==> src/rtl/serial_frame_pkg.sv <==
// Shared definitions for the serial framing transmitter: state encoding and sync pattern.
package serial_frame_pkg;

  typedef enum logic [1:0] {
    ST_IDLE  = 2'b00,
    ST_SYNC  = 2'b01,
    ST_DATA  = 2'b10,
    ST_GUARD = 2'b11
  } state_t;

  localparam logic [2:0] SYNC_PATTERN = 3'b101;
  localparam int         SYNC_LEN     = 3;

  function automatic int max3(input int a, input int b, input int c);
    int m;
    m = (a > b) ? a : b;
    return (m > c) ? m : c;
  endfunction

endpackage

==> src/rtl/piso_shift_reg.sv <==
// Parallel-in serial-out shift register; MSB is presented first, shift moves toward MSB.
module piso_shift_reg
  import serial_frame_pkg::*;
#(
  parameter int WIDTH = 8
) (
  input  logic             clk,
  input  logic             rst,
  input  logic             load,
  input  logic             shift,
  input  logic [WIDTH-1:0] din,
  output logic             msb
);

  logic [WIDTH-1:0] sreg;

  always_ff @(posedge clk) begin
    if (rst) begin
      sreg <= '0;
    end else if (load) begin
      sreg <= din;
    end else if (shift) begin
      sreg <= sreg << 1;
    end
  end

  assign msb = sreg[WIDTH-1];

endmodule

==> src/rtl/serial_frame_tx.sv <==
// Serial frame transmitter: sync 1-0-1, MSB-first payload, then guard zeros, with BUSY/DONE.
module serial_frame_tx
  import serial_frame_pkg::*;
#(
  parameter int WIDTH     = 8,
  parameter int GUARD_LEN = 2
) (
  input  logic             CLK,
  input  logic             RESET,
  input  logic             START,
  input  logic [WIDTH-1:0] DATA,
  output logic             SOUT,
  output logic             BUSY,
  output logic             DONE
);

  // The counter also sequences the sync bits, so it must hold SYNC_LEN-1.
  localparam int CW = $clog2(max3(WIDTH, GUARD_LEN, SYNC_LEN)) + 1;

  state_t        state, state_n;
  logic [CW-1:0] cnt, cnt_n;
  logic          sout_n, busy_n, done_n;
  logic          load, shift, msb;

  piso_shift_reg #(.WIDTH(WIDTH)) u_piso (
    .clk  (CLK),
    .rst  (RESET),
    .load (load),
    .shift(shift),
    .din  (DATA),
    .msb  (msb)
  );

  // Next-state logic computes the value SOUT/BUSY/DONE will carry after the edge.
  always_comb begin
    state_n = state;
    cnt_n   = cnt;
    sout_n  = 1'b0;
    busy_n  = 1'b1;
    done_n  = 1'b0;
    load    = 1'b0;
    shift   = 1'b0;
    case (state)
      ST_IDLE: begin
        busy_n = 1'b0;
        if (START) begin
          state_n = ST_SYNC;
          cnt_n   = '0;
          sout_n  = SYNC_PATTERN[SYNC_LEN-1];
          busy_n  = 1'b1;
          load    = 1'b1;
        end
      end
      ST_SYNC: begin
        if (cnt == CW'(SYNC_LEN-1)) begin
          state_n = ST_DATA;
          cnt_n   = '0;
          sout_n  = msb;
          shift   = 1'b1;
        end else begin
          cnt_n  = cnt + CW'(1);
          sout_n = SYNC_PATTERN[2'(SYNC_LEN-2) - cnt[1:0]];
        end
      end
      ST_DATA: begin
        if (cnt == CW'(WIDTH-1)) begin
          state_n = ST_GUARD;
          cnt_n   = '0;
        end else begin
          cnt_n  = cnt + CW'(1);
          sout_n = msb;
          shift  = 1'b1;
        end
      end
      ST_GUARD: begin
        if (cnt == CW'(GUARD_LEN-1)) begin
          state_n = ST_IDLE;
          cnt_n   = '0;
          busy_n  = 1'b0;
          done_n  = 1'b1;
        end else begin
          cnt_n = cnt + CW'(1);
        end
      end
      default: begin
        state_n = ST_IDLE;
        cnt_n   = '0;
        busy_n  = 1'b0;
      end
    endcase
  end

  always_ff @(posedge CLK) begin
    if (RESET) begin
      state <= ST_IDLE;
      cnt   <= '0;
      SOUT  <= 1'b0;
      BUSY  <= 1'b0;
      DONE  <= 1'b0;
    end else begin
      state <= state_n;
      cnt   <= cnt_n;
      SOUT  <= sout_n;
      BUSY  <= busy_n;
      DONE  <= done_n;
    end
  end

endmodule

==> config.mk <==
export PLATFORM = sky130hd
export DESIGN_NAME = serial_frame_tx
export DESIGN_NICKNAME = d
export VERILOG_FILES = /design/src/rtl/serial_frame_pkg.sv /design/src/rtl/piso_shift_reg.sv /design/src/rtl/serial_frame_tx.sv
export SDC_FILE = /design/constraint.sdc
export NUM_CORES = 1
export LEC_CHECK = 0
export CAP_MARGIN = 10
export CORE_UTILIZATION = 55
export CTS_CLUSTER_SIZE = 10
export DETAILED_ROUTE_END_ITERATION = 8
export PLACE_DENSITY = 0.8
export SYNTH_ARGS = -nofsm -noshare
export SYNTH_HDL_FRONTEND = slang
export SYNTH_SLANG_ARGS = --single-unit
==> constraint.sdc <==
create_clock -name CLK -period 3.05 [get_ports CLK]
set_clock_uncertainty 0.2 [all_clocks]
set_input_delay 0.61 -clock CLK [delete_from_list [all_inputs] [get_ports CLK]]
set_output_delay 0.61 -clock CLK [all_outputs]
set_load 0.005 [all_outputs]
==> results.cfg <==
[synth]
synth_area_leaders = dfxtp_1 (32%), mux2_4 (9.8%), ha_1 (9.3%), mux2i_1 (6.5%), nor2b_1 (5.8%)
yosysWarnings = 0
synth_top_cell_by_area = dfxtp_1
synth.distinct_cells = 38
yosysMostFrequentCell = dfxtp_1
ys_seq_area_share_pct = 31.6
ys_ff_latch = 17
synthArstFlopShare_pct = 0
synth_cells = 113
synth.avg_cell_area_um2 = 9.52
synth_common_cells = dfxtp_1 (17), nor2_1 (10), nor2b_1 (10)
synthesis.area_um2 = 1080
synth_top_area_share_pct = 31.6
synth_edf_count = 0
syn-num-nets = 132
ys.flop_type = dfxtp_1

[global_route]
use_met1_pct = 30.2
grtUsageMet2_pct = 35.5
grt_usage_pct = 22.7
grt_pass1_vias = 783
grt_pass1_wl_um = 3410
grt.met3_usage_pct = 8.24
overflow = 0
grt_max_degree = 16
grt-busiest-layer = met2
antenna_found_initial = 0

[clock_network]
clkTransAtPathRegs_ns = 0.10
cts-buffers-inserted = 3
h-tree-depth = 1
ctsHoldBuffers = 0
ctsRootBufferMaster = clkbuf_4
tritoncts = built
cts_sinks = 17
clock_latency_ns = 0.29
clockBufferDepth = 2
post_cts_buffers = 0
ctsResizeCount = 0

[placed_design]
dp_cells = 148
place.detailed.hpwl_um = 1500
post_dp_cell_area_um2 = 1220
port_buffers = 13
gp_congestion = 0.839

[routing]
totalWireLength_um = 2000
vias = 838
viasPerCell = 5.51
wl_per_cell_um = 13.1
drtAntennaViolNets = 0
drt_first_iter_violations = 25
drc_errors = 0
dr.pass1.iters = 4

[layout]
area_growth_pct = 16.0
diodes = 0
n_fill_cell = 140
fin_cells = 152
nets = 147
drive_gt1_share_pct = 13.4
stdcell_area_um2 = 1250

[worst_setup_path]
startpoint_type = input port
end_kind = flip-flop
cp_data_arrival_time_ns = 2.22
r2r_slack_ns = 0.88
r2r_start = state[0]$_SDFFE_PP0P_
critPathKind = in -> reg
crit_fanout = 11
startpoint = START
crit_required_ns = 3.04
worst-r2r-cell-count = 5

[timing]
period_share_pct = 73.0
drv_slew = 0
setup-violations-final = 0
fin_crit_ns = 2.23
slew_headroom_pct = 59.7
tns_ns = 0
fmax_mhz = 449
tightest_slew_ns = 0.605
grt_setup_unrepaired = no
hold_viol_final = 0

[worst_hold_path]
min_from = u_piso.sreg[0]$_SDFFE_PP0P_
worstHoldPathType = reg -> reg
hold_path_depth = 1

[flow_run]
drv_cap = 0

[floorplanning]
pin_count = 14
fp.dieW_um = 46.2
die_area_um2 = 2140
core_area_um2 = 1780
die_h_um = 46.2
start_util_pct = 60.4
num_rows = 15

[run_status]
status = complete, no violations

[pwr]
power_density_nw_per_um2 = 693
peakVddDrop_mv = 0.428
leakagePower_nw = 0.486
cell usage in the layout (no fill, tap or decap), types with 2 or more instances in the layout:
master / instances
dfxtp_1: 17
clkdlybuf4s50_1: 13
nor2_1: 10
nor2b_1: 10
ha_1: 8
mux2i_1: 7
nand2_1: 7
mux2_4: 7
inv_1: 6
a21oi_1: 6
a211o_1: 3
clkbuf_4: 3
and2_1: 2
nand2b_1: 2
nand3b_1: 2
path summary, 6_finish.rpt:
kind / endpoint
max: u_piso.sreg[1]$_SDFFE_PP0P_
min: u_piso.sreg[0]$_SDFFE_PP0P_
max reg2reg: u_piso.sreg[4]$_SDFFE_PP0P_
min reg2reg: u_piso.sreg[0]$_SDFFE_PP0P_
registers in the layout, summed over array words and instances (netlist names):
register     cells
SOUT             1
state            2
BUSY             1
DONE             1
cnt              4
u_piso.sreg      8
where the power goes:
part / internal [mW] / total (mW) / switching [mW]
registers: 0.269 / 0.298 / 0.0297
clock network: 0.0488 / 0.116 / 0.0675
logic: 0.215 / 0.451 / 0.236
stage by stage:
stage / utilization (%) / hold WS, ns / power [mW] / setup WS (ns)
final: 70.0 / 0.304 / 0.866 / 0.823
after global routing: 70.0 / 0.337 / 0.934 / 0.752
after CTS: 70.0 / 0.305 / 0.869 / 0.829
after detailed placement: 68.5 / 0.282 / 0.748 / 0.513
after global placement: 68.5 / 0.296 / 0.737 / 0.551
after floorplan: - / 0.259 / 0.654 / 1.18
layout make-up:
class	count	area [µm²]	area share, %
timing repair buffer	14	138	11.0
clock inverter	1	5.00	0.401
tap	25	31.3	2.51
inverter	6	22.5	1.80
multi-input combinational	86	689	55.2
sequential	17	340	27.3
clock buffer	3	22.5	1.80
kinds of logic after synthesis:
logic type | after synthesis | share of synthesized area, %
simple gates | 43 | 21.5
buf+inv | 10 | 4.30
mux | 14 | 16.3
flops | 17 | 31.6
compound gates | 21 | 17.0
fa+ha+maj | 8 | 9.30
layer usage:
metal,vias to the layer above,wire length [µm]
li1,424,-
met1,399,941
met2,15,964
met3,0,93
met4,0,0
met5,-,0
worst max-delay path, cell delays in order:
cell,delay (ns)
clkdlybuf4s50_1,0.49
and2_1,0.53
mux2i_1,0.26
nor2_1,0.05
mux2_4,0.27
(Power assumes the default switching activity.)
